`config.mk`:
```
export PLATFORM = sky130hd
export DESIGN_NAME = mc_controller
export DESIGN_NICKNAME = d
export VERILOG_FILES = /design/src/rtl/mc_controller.sv
export SDC_FILE = /design/constraint.sdc
export NUM_CORES = 1
export LEC_CHECK = 0
export CAP_MARGIN = 10
export CORE_ASPECT_RATIO = 2
export CORE_MARGIN = 5
export CORE_UTILIZATION = 24
export DETAILED_ROUTE_END_ITERATION = 8
export GPL_ROUTABILITY_DRIVEN = 1
export GPL_TIMING_DRIVEN = 0
export PLACE_DENSITY_LB_ADDON = 0.2
export SLEW_MARGIN = 20
export SYNTH_ARGS = -nofsm -noshare
export SYNTH_HDL_FRONTEND = slang
export SYNTH_SLANG_ARGS = --single-unit
export TNS_END_PERCENT = 1
```
`constraint.sdc`:
```
create_clock -name clk -period 2.5 [get_ports clk]
set_clock_uncertainty 0.15 [all_clocks]
set_input_delay 0.5 -clock clk [delete_from_list [all_inputs] [get_ports clk]]
set_output_delay 0.5 -clock clk [all_outputs]
set_load 0.01 [all_outputs]
```
`src/rtl/mc_controller.sv`:
```
// Multicycle control unit for the MIPS-subset datapath: Moore FSM with memory
// wait handshake, bne support, illegal-opcode trap and retired-instruction counter.
module mc_controller #(
    parameter int OPW         = 6,
    parameter bit MEM_WAIT_EN = 1'b1,
    parameter int CNT_W       = 16
) (
    input  logic             clk,
    input  logic             rst,
    input  logic [OPW-1:0]   opcode,
    input  logic [5:0]       func,
    input  logic             mem_ready,
    output logic             reg_dst,
    output logic             mem_to_reg,
    output logic             reg_write,
    output logic             Mem_or_I,
    output logic             wr31,
    output logic             wrdmux,
    output logic             mr,
    output logic             mw,
    output logic             PCWrite,
    output logic             PCWriteCond,
    output logic             ld_IR,
    output logic             Asel,
    output logic             br_inv,
    output logic [1:0]       pc_src,
    output logic [1:0]       Bsel,
    output logic [1:0]       alu_op,
    output logic             trap,
    output logic [CNT_W-1:0] instr_count
);

    typedef enum logic [4:0] {
        S_IF     = 5'd0,
        S_ID     = 5'd1,
        S_JC     = 5'd2,
        S_BC     = 5'd3,
        S_BNEC   = 5'd4,
        S_RTE    = 5'd5,
        S_RTC    = 5'd6,
        S_MAC    = 5'd7,
        S_SWC    = 5'd8,
        S_MA     = 5'd9,
        S_LWC    = 5'd10,
        S_ADDIEX = 5'd11,
        S_ADDIC  = 5'd12,
        S_SLTIEX = 5'd13,
        S_SLTIC  = 5'd14,
        S_JALC   = 5'd15,
        S_JRC    = 5'd16,
        S_TRAP   = 5'd17
    } state_e;

    localparam logic [OPW-1:0] OP_RTYPE = OPW'(6'b000000);
    localparam logic [OPW-1:0] OP_J     = OPW'(6'b000010);
    localparam logic [OPW-1:0] OP_JAL   = OPW'(6'b000011);
    localparam logic [OPW-1:0] OP_BEQ   = OPW'(6'b000100);
    localparam logic [OPW-1:0] OP_BNE   = OPW'(6'b000101);
    localparam logic [OPW-1:0] OP_JR    = OPW'(6'b000110);
    localparam logic [OPW-1:0] OP_ADDI  = OPW'(6'b001001);
    localparam logic [OPW-1:0] OP_SLTI  = OPW'(6'b001010);
    localparam logic [OPW-1:0] OP_LW    = OPW'(6'b100011);
    localparam logic [OPW-1:0] OP_SW    = OPW'(6'b101011);

    state_e            state_q, state_d;
    logic [CNT_W-1:0]  count_q, count_d;
    logic              mem_ok;
    logic              retire;

    // func is decoded by the ALU controller in the datapath, not here.
    logic unused_func;
    assign unused_func = ^func;

    assign mem_ok = MEM_WAIT_EN ? mem_ready : 1'b1;

    always_comb begin
        state_d = state_q;
        case (state_q)
            S_IF:     if (mem_ok) state_d = S_ID;
            S_ID: begin
                case (opcode)
                    OP_LW, OP_SW: state_d = S_MAC;
                    OP_RTYPE:     state_d = S_RTE;
                    OP_BEQ:       state_d = S_BC;
                    OP_BNE:       state_d = S_BNEC;
                    OP_J:         state_d = S_JC;
                    OP_ADDI:      state_d = S_ADDIEX;
                    OP_JAL:       state_d = S_JALC;
                    OP_JR:        state_d = S_JRC;
                    OP_SLTI:      state_d = S_SLTIEX;
                    default:      state_d = S_TRAP;
                endcase
            end
            S_MAC:    state_d = (opcode == OP_SW) ? S_SWC : S_MA;
            S_SWC:    if (mem_ok) state_d = S_IF;
            S_MA:     if (mem_ok) state_d = S_LWC;
            S_RTE:    state_d = S_RTC;
            S_ADDIEX: state_d = S_ADDIC;
            S_SLTIEX: state_d = S_SLTIC;
            S_JC, S_JRC, S_JALC, S_BC, S_BNEC,
            S_RTC, S_ADDIC, S_SLTIC, S_LWC:
                      state_d = S_IF;
            S_TRAP:   state_d = S_TRAP;
            default:  state_d = S_IF;
        endcase
    end

    always_comb begin
        case (state_q)
            S_JC, S_JRC, S_JALC, S_BC, S_BNEC,
            S_RTC, S_ADDIC, S_SLTIC, S_LWC, S_SWC: retire = (state_d == S_IF);
            default:                              retire = 1'b0;
        endcase
        count_d = retire ? count_q + CNT_W'(1) : count_q;
    end

    // NOTE: sequential state uses non-blocking (<=) so every register samples pre-edge values.
    always_ff @(posedge clk) begin
        if (!rst) begin
            state_q <= S_IF;
            count_q <= '0;
        end else begin
            state_q <= state_d;
            count_q <= count_d;
        end
    end

    assign instr_count = count_q;

    always_comb begin
        // NOTE: every output gets a default before the case, otherwise latches are inferred.
        reg_dst     = 1'b0;
        mem_to_reg  = 1'b0;
        reg_write   = 1'b0;
        Mem_or_I    = 1'b0;
        wr31        = 1'b0;
        wrdmux      = 1'b0;
        mr          = 1'b0;
        mw          = 1'b0;
        PCWrite     = 1'b0;
        PCWriteCond = 1'b0;
        ld_IR       = 1'b0;
        Asel        = 1'b0;
        br_inv      = 1'b0;
        pc_src      = 2'b00;
        Bsel        = 2'b00;
        alu_op      = 2'b00;
        trap        = 1'b0;
        case (state_q)
            S_IF: begin
                mr      = 1'b1;
                Bsel    = 2'b01;
                ld_IR   = mem_ok;
                PCWrite = mem_ok;
            end
            S_ID:     Bsel = 2'b11;
            S_BC, S_BNEC: begin
                Asel        = 1'b1;
                alu_op      = 2'b01;
                PCWriteCond = 1'b1;
                pc_src      = 2'b10;
                br_inv      = (state_q == S_BNEC);
            end
            S_JC: begin
                pc_src  = 2'b01;
                PCWrite = 1'b1;
            end
            S_JRC: begin
                pc_src  = 2'b11;
                PCWrite = 1'b1;
            end
            S_JALC: begin
                wrdmux    = 1'b1;
                wr31      = 1'b1;
                reg_write = 1'b1;
                pc_src    = 2'b01;
                PCWrite   = 1'b1;
            end
            S_RTE: begin
                Asel   = 1'b1;
                alu_op = 2'b10;
            end
            S_RTC: begin
                reg_dst   = 1'b1;
                reg_write = 1'b1;
            end
            S_ADDIEX, S_MAC: begin
                Asel = 1'b1;
                Bsel = 2'b10;
            end
            S_SLTIEX: begin
                Asel   = 1'b1;
                Bsel   = 2'b10;
                alu_op = 2'b11;
            end
            S_ADDIC, S_SLTIC: reg_write = 1'b1;
            S_SWC: begin
                mw       = 1'b1;
                Mem_or_I = 1'b1;
            end
            S_MA: begin
                mr       = 1'b1;
                Mem_or_I = 1'b1;
            end
            S_LWC: begin
                reg_write  = 1'b1;
                mem_to_reg = 1'b1;
            end
            S_TRAP:   trap = 1'b1;
            default:  ;
        endcase
    end

endmodule

```
==> metrics.txt, run 1 <==
largest net degree at the start of global routing 13; Post-CTS Hold Buffers 0; CTS clk-pin slew, worst paths around 0.06 ns; R2R Setup Slk 0.39 ns; total power 0.862 mW; antenna violations before repair 0; die area 8490 sq um; Layout Nets 280; hold path startpoint instr_count[15]; final WL 5.02 mm; Clock Latency Late Sink 0.25 ns; Max clock buf depth 2; Post-DP Area 2120 sq um; antenna cells 0; R2R Path Start state_q[2]; drt first pass iters 4; Hold Path Stages 2; final setup fails 2; width of the chip 67.7 um; total track usage 12.2%; Synth Warn # 0; Max H-tree Level 1; failing checks setup timing; DR WL/cell 14.3 um; gpl congestion 0.790; area share of and/or/nand/nor cells after synthesis 35.6%; fraction of registers with async set or reset after synthesis 0%; Top-Level Pins 51; CTS tree done; post-synthesis adder-cell area fraction less than 1%; register area share after synthesis about a quarter; Post-Synth XOR/XNOR Area 5.48%; crit path kind reg -> out; CTS Root Cell clkbuf_16; crit share post-route 103%; worst setup margin -0.0755 ns; total gr overflow 0; Hold WC Path Type reg -> reg; vias 1729; clk sink count 21; mapped cell area between 1500 and 2000 sq um; setup TNS -0.100 ns; port buffer count slightly above 40; main combinational cell family by area after synthesis simple AND/OR/NAND/NOR gates; Synth Net Count between 200 and 250; detailed router's first-iteration violation count 54; worst path arrival time around 1.9 ns; worst rel slew slack between 50 and 60%; Setup crit end kind output pin; pwr/cell area 378 nW/um^2; Max VDD drop around 0.39 mV; critical path launch point state_q[1]; Seq cells post-synth 21; RSZ-0062 raised after global routing true; Tightest Pin Transition 0.600 ns; Critical R2R Capture instr_count[13]; vias per inst 4.93; fmax 388 MHz; Die Y 125 um; post-route ant nets 0; Final HPWL DP 3.91 mm; Primary FF master, synth dfxtp_1; Critical Path RT around 1.9 ns; Final Max Tran Viols 0; Pleak 0.882 nW; clock buffer count from CTS 3; Reg2Reg Depth 7; fraction of layout cells with a size suffix above 1 12.9%; Cell Rows 42; CORE AREA 6570 sq um; post-route cell area 2280 sq um; Tmin final approximately 2.6 ns; Area Growth Syn to Fin 42.5%; first-pass GRT wire length 8.18 mm; DRC violations left 0; cells after synthesis ~220; status complete, but fails checks; critical-path maximum fanout 10; Max Cap Violations 0; Hold Violations, Final 0; initial core utilization 24.3%; Synth Area in Compound Gates 24.3%; Synth Area per Inst 7.34 sq um; number of library cell types mapped by synthesis 48; mux contribution to synthesized area 0.626%; CP Launch Type flop; Hold Path Sink instr_count[15]; vias in the first global route 1691; EDFF count, synth 0
-- metrics by stage --
| stage | worst slack [ns] | cells | hold WS (ns) | utilization (%) |
|---|---|---|---|---|
| after floorplan | 0.329 | 218 | 0.346 | - |
| after global placement | -0.346 | 347 | 0.340 | 32.3 |
| after detailed placement | -0.346 | 347 | 0.347 | 32.3 |
| after CTS | -0.130 | 350 | 0.355 | 34.1 |
| after global routing | -0.136 | 351 | 0.388 | 34.7 |
| final | -0.0755 | 351 | 0.343 | 34.7 |
-- cell families after synthesis --
group                      count (synthesis)
buffers and inverters                     25
DFF                                       21
xor gates and xnor gates                  10
AOI/OAI and AO/OA                         56
adders and majority gates                  1
muxes                                      1
and+or+nand+nor                          104
-- Yosys cell counts, drive strengths merged (5+ instances only) --
| cell type | number | share of area, % |
|---|---|---|
| a21oi | 14 | 4.4 |
| and2 | 5 | 2.0 |
| buf | 7 | 2.7 |
| clkbuf | 13 | 3.1 |
| dfxtp | 21 | 26 |
| inv | 5 | 1.2 |
| nand2 | 15 | 3.5 |
| nand2b | 11 | 4.3 |
| nand3 | 8 | 2.5 |
| nor2 | 19 | 4.6 |
| nor3 | 12 | 3.8 |
| o21ai | 12 | 3.8 |
| or3 | 5 | 2.0 |
| xor2 | 7 | 3.8 |
-- worst max-delay path by stage --
stage	endpoint	slack (ns)	cells past startpoint
after global routing	trap	-0.14	4
after detailed placement	trap	-0.35	5
after global placement	trap	-0.35	5
final	trap	-0.08	4
after floorplan	PCWrite	0.33	5
after CTS	PCWrite	-0.13	6
-- power by group --
part           switching (mW)  internal, mW  leakage [nW]
Combinational          0.0990        0.0830         0.670
Sequential            0.00767         0.340         0.171
Clock                   0.118         0.214        0.0409
Total                   0.225         0.638         0.882
-- routing by layer --
| metal | vias up | share of wire (%) | track usage [%] |
|---|---|---|---|
| li1 | 872 | - | - |
| met1 | 814 | 39 | 13.1 |
| met2 | 35 | 56 | 23.0 |
| met3 | 8 | 3.1 | 0.898 |
| met4 | 0 | 2.5 | 5.14 |
| met5 | - | 0 | 0 |
-- flip-flops by register name, summed over array words and instances (netlist names) --
register and count:
state_q 5, instr_count 16
-- worst max-delay path, cell delays in order (launching register included) --
cell,delay [ns]
dfxtp_1,0.32
buf_4,0.17
nor4b_2,0.44
and2_1,0.19
clkdlybuf4s50_1,0.55
-- area by class of cell --
type	count	area, sq um
Sequential cell	21	425
Inverter	5	18.8
Buffer	19	118
Multi-Input combinational cell	172	1100
Fill cell	732	4290
Tap cell	88	110
Timing Repair Buffer	42	422
Clock inverter	1	5.00
Clock buffer	3	75.1
-- repair_timing --
item,CTS,global route
resized for setup,29,15
endpoints found under the setup margin,19,10
pin swaps,0,1
endpoints found under the hold margin,0,0
gates cloned,0,0
buffers inserted,0,1
-- cells in the final DEF, fill, tap and decap left out, drive strengths merged, types with 6 or more instances in the layout --
cell type	n
dlygate4sd2	9
nand3	8
nand2	15
dfxtp	21
clkbuf	14
a21oi	14
nand2b	11
nor2	19
dlymetal6s2s	6
clkdlybuf4s50	26
o21ai	12
xor2	7
nor3	12
buf	9
Note: power is estimated with default switching activity, not from simulation.
==> run 2, diff against run 1 <==
CTS_CLUSTER_DIAMETER = 100   (was default)
TNS_END_PERCENT = 100   (was 1)
==> metrics.txt, run 2 (synthesized netlist as in run 1, its figures left out) <==
status complete, no violations (was complete, but fails checks); Pleak 0.904 nW (was 0.882 nW); placed insts 347 (unchanged); Highest Signal Layer met4 (unchanged); Setup crit end kind output pin (unchanged); Tightest Pin Transition 0.588 ns (was 0.600 ns); drt first pass iters 4 (unchanged); vias per inst 4.88 (was 4.93); routed wl met2 2.83 mm (was 2.80 mm); crit share post-route 97.8% (was 103%); final core occ 35.6% (was 34.7%); antenna cells 0 (unchanged); RSZ-0062 raised after global routing false (was true); critical-path maximum fanout 7 (was 10); clk sink count 21 (unchanged); commonest cells after routing, fill and taps aside 26 x clkdlybuf4s50_1, 18 x nor2_1, 18 x dfxtp_1, 14 x a21oi_1, 13 x nand2_1 (was 26 x clkdlybuf4s50_1, 19 x dfxtp_1, 18 x nor2_1, 14 x a21oi_1, 13 x nand2_1); Max Cap Violations 0 (unchanged); setup TNS 0 ns (was -0.100 ns); final WL 5.07 mm (was 5.02 mm); met3 wire length 143 um (was 157 um); area of the multi-input gates 1110 sq um (was 1100 sq um); Max VDD drop 0.386 mV (was 0.387 mV); die area 8490 sq um (unchanged); Top-Level Pins 51 (unchanged); antenna violations before repair 0 (unchanged); max FFs per register 16 (unchanged); CTS tree done (unchanged); detailed router's first-iteration violation count 48 (was 54); Tmin final 2.45 ns (was 2.58 ns); Met1 Wirelength 1.96 mm (was 1.94 mm); Die Y 125 um (unchanged); commonest non-fill, non-tap cell in the layout clkdlybuf4s50_1 (unchanged); pwr/cell area 375 nW/um^2 (was 378 nW/um^2); DR WL/cell 14.2 um (was 14.3 um); post-route cell area 2340 sq um (was 2280 sq um); fmax 409 MHz (was 388 MHz); width of the chip 67.7 um (unchanged); Post-DP Area 2120 sq um (unchanged); total track usage 12.2% (about the same); Critical Path RT 1.85 ns (about the same); Final HPWL DP 3.91 mm (unchanged); CORE AREA 6570 sq um (unchanged); filler instances 722 (was 732); final hold slack 0.345 ns (was 0.343 ns); post-route insts no fill 357 (was 351); CTS clk-pin slew, worst paths 0.06 ns (about the same); Final Max Tran Viols 0 (unchanged); Hold Violations, Final 0 (unchanged); final setup fails 0 (was 2); pre-CTS setup slack -0.346 ns (unchanged); worst rel slew slack 60.7% (was 59.8%); port buffer count 41 (unchanged); largest net degree at the start of global routing 13 (unchanged); crit path kind reg -> out (unchanged); CP Launch Type flop (unchanged); first-pass GRT wire length 8.14 mm (was 8.18 mm); total gr overflow 0 (unchanged); Clock Latency Late Sink 0.25 ns (about the same); worst setup margin 0.0544 ns (was -0.0755 ns); Max clock buf depth 2 (unchanged); vias in the first global route 1680 (was 1691); vias 1742 (was 1729); post-route ant nets 0 (unchanged); Max H-tree Level 1 (unchanged); total power 0.875 mW (was 0.862 mW); initial core utilization 24.3% (unchanged); fraction of layout cells with a size suffix above 1 14.5% (was 12.9%); Hold WC Path Type reg -> reg (unchanged); DRC violations left 0 (unchanged); Seq. cell area 427 sq um (was 425 sq um); Area Growth Syn to Fin 46.1% (was 42.5%); CTS Root Cell clkbuf_16 (unchanged); Layout Nets 286 (was 280); Cell Rows 42 (unchanged); gpl congestion 0.790 (unchanged); worst path arrival time 1.80 ns (was 1.93 ns); clock buffer count from CTS 3 (unchanged)
[run 2: cell types whose count changed in the layout (fill, tap and decap cells not counted), moves of 2 or more]
cell / previous run / this run
buf_6: 1 / 5
buf_4: 8 / 11
dlymetal6s2s_1: 6 / 4
dlygate4sd2_1: 9 / 11
[run 2: timing repair]
| action | in CTS | in global routing |
|---|---|---|
| hold buffers | 0 | 0 |
| hold endpoints to repair | 0 | 0 |
| setup endpoints to repair | 19 | 7 |
| buffers inserted | 1 | 6 |
| gates resized for setup | 38 | 11 |
| pin swaps | 1 | 1 |
[run 2: worst max-delay path, cell delays in order (launching register included)]
cell and delay (ns):
dfxtp_2 0.33, buf_6 0.14, nor4b_4 0.35, and2_1 0.18, clkdlybuf4s50_1 0.55
[run 2: worst paths after layout]
| path | startpoint | endpoint | slack [ns] | cells after the start |
|---|---|---|---|---|
| min reg2reg | instr_count[15] | instr_count[15] | 0.34 | 2 |
| min | instr_count[15] | instr_count[15] | 0.34 | 2 |
| max | state_q[1] | trap | 0.05 | 4 |
| max reg2reg | state_q[1] | instr_count[14] | 0.33 | 8 |
[run 2: cell type report]
cell class | instances | area share (%)
Buffer | 19 | 5.78
Timing Repair Buffer | 48 | 19.7
Clock inverter | 1 | 0.214
Multi-Input combinational cell | 172 | 47.3
Sequential cell | 21 | 18.3
Clock buffer | 3 | 3.21
Inverter | 5 | 0.803
Tap cell | 88 | 4.71
[run 2: power breakdown]
| group | leakage (nW) | internal [mW] | total, mW | switching [mW] |
|---|---|---|---|---|
| sequential | 0.171 | 0.340 | 0.349 | 0.00831 |
| clock | 0.0409 | 0.215 | 0.335 | 0.120 |
| combinational | 0.691 | 0.0912 | 0.192 | 0.101 |
| total | 0.904 | 0.646 | 0.875 | 0.229 |
[run 2: routing by layer]
metal | GRT usage [%] | vias to the layer above
met5 | 0 | -
met4 | 4.90 | 0
met3 | 0.808 | 9
met2 | 23.2 | 32
met1 | 12.9 | 818
li1 | - | 883
==> run 3, diff against run 2 <==
clock period = 2.8 ns   (was 2.5 ns; I/O delays follow)
==> metrics.txt, run 3 (synthesized netlist as in run 1, its figures left out) <==
fmax 377 MHz; gpl congestion 0.790 (unchanged); filler instances 719 (was 722); CTS tree done (unchanged); CORE AREA 6570 sq um (unchanged); initial core utilization 24.3% (unchanged); Top-Level Pins 51 (unchanged); Buf+Inv Stages, Crit Path 2 (unchanged); Hold Violations, Final 0 (unchanged); Max Cap Violations 0 (unchanged); port buffer count 41 (unchanged); crit share post-route 94.7%; total gr overflow 0 (unchanged); final setup fails 0 (unchanged); max FFs per register 16 (unchanged); CP max-delay cell clkdlybuf4s50_1 (unchanged); antenna cells 0 (unchanged); Max clock buf depth 2 (unchanged); first-pass GRT wire length 8.14 mm (about the same); Tmin final 2.65 ns; Setup crit end kind output pin (unchanged); commonest cells after routing, fill and taps aside 37 x clkdlybuf4s50_1, 18 x nor2_1, 18 x dfxtp_1, 14 x nand2_1, 14 x a21oi_1 (was 26 x clkdlybuf4s50_1, 18 x nor2_1, 18 x dfxtp_1, 14 x a21oi_1, 13 x nand2_1); total track usage 12.2% (unchanged); pwr/cell area 343 nW/um^2 (was 375 nW/um^2); Layout Nets 279 (was 286); Hold WC Path Type reg -> reg (unchanged); Final HPWL DP 3.91 mm (unchanged); status complete, no violations (unchanged); CTS Root Cell clkbuf_16 (unchanged); worst rel slew slack 60.7% (unchanged); DR WL/cell 14.4 um (was 14.2 um); Critical Path RT 2.09 ns (was 1.85 ns); final hold slack 0.345 ns (unchanged); vias in the first global route 1671 (was 1680); clk sink count 21 (unchanged); slowest stage delay, CP 0.55 ns (about the same); R2R Setup Slk 0.68 ns (was 0.33 ns); Max VDD drop 0.345 mV (was 0.386 mV); worst path arrival time 1.94 ns (was 1.80 ns); Area Growth Syn to Fin 40.9% (was 46.1%); post-route ant nets 0 (unchanged); Final Max Tran Viols 0 (unchanged); crit-path leading delay family buffers and inverters (unchanged); Post-CTS Hold Buffers 0 (unchanged); total power 0.772 mW (was 0.875 mW); Die Y 125 um (unchanged); CTS clk-pin slew, worst paths 0.06 ns (about the same); drt first pass iters 4 (unchanged); fraction of layout cells with a size suffix above 1 11.8% (was 14.5%); Pleak 0.788 nW (was 0.904 nW); Post-DP Area 2120 sq um (unchanged); post-route cell area 2250 sq um (was 2340 sq um); setup TNS 0 ns (unchanged); vias 1731 (was 1742); Tightest Pin Transition 0.588 ns (about the same); CP Cell Sequence clkbuf_4 -> nor4b_2 -> and2_1 -> clkdlybuf4s50_1 (was buf_6 -> nor4b_4 -> and2_1 -> clkdlybuf4s50_1); vias per inst 4.95 (was 4.88); commonest non-fill, non-tap cell in the layout clkdlybuf4s50_1 (unchanged); antenna violations before repair 0 (unchanged); final core occ 34.3% (was 35.6%); clock buffer count from CTS 3 (unchanged); CP Launch Type flop (unchanged); DRC violations left 0 (unchanged); width of the chip 67.7 um (unchanged); detailed router's first-iteration violation count 41 (was 48); die area 8490 sq um (unchanged); Clock Latency Late Sink 0.25 ns (about the same); critical-path maximum fanout 10 (was 7); largest net degree at the start of global routing 13 (unchanged); crit path kind reg -> out (unchanged); final WL 5.03 mm (was 5.07 mm); RSZ-0062 raised after global routing false (unchanged); Cell Rows 42 (unchanged); Max H-tree Level 1 (unchanged)
run 3: stage by stage:
step / instances / worst slack, ns
after CTS: 349 / 0.00408
final: 350 / 0.149
after detailed placement: 347 / -0.106
after global placement: 347 / -0.106
after global routing: 350 / 0.0164
after floorplan: 218 / 0.569
run 3: power by group:
group	leakage (nW)	switching, mW	internal, mW
sequential	0.171	0.0115	0.304
combinational	0.576	0.0831	0.0743
clock	0.0409	0.107	0.192
run 3: per-layer routing:
metal,global-route usage (%),vias up,wire length [um]
met4,4.90,0,130
met1,13.0,814,1930
met3,0.808,9,161
li1,-,870,-
met2,23.1,38,2810
met5,0,-,0
run 3: worst reg2reg max path, cell delays in order (launching register included):
cell and delay [ns]:
dfxtp_1 0.32, buf_6 0.14, or3b_4 0.42, a41oi_4 0.24, nor2_2 0.11, buf_4 0.19, or3_1 0.35, a21oi_1 0.14
run 3: final timing paths:
path	end	startpoint	cells after the start
worst max-delay path	trap	state_q[1]	4
worst min register to register	instr_count[15]	instr_count[15]	2
worst max register to register	instr_count[13]	state_q[2]	7
worst min-delay path	instr_count[15]	instr_count[15]	2
run 3: repair_timing:
item | CTS | global route
setup buffers | 0 | 1
endpoints found under the setup margin | 17 | 6
resized for setup | 15 | 14
endpoints found under the hold margin | 0 | 0
gates cloned | 0 | 0
pin swaps | 0 | 1
run 3: final cells by class:
class                      count  area, sq um  area share, %
tap                           88          110           4.89
multi-input combinational    172         1090           48.4
clock buffer                   3         75.1           3.33
clock inverter                 1         5.00          0.222
inverter                       5         18.8          0.833
buffer                        18          108           4.78
timing repair buffer          42          420           18.7
sequential                    21          427           18.9
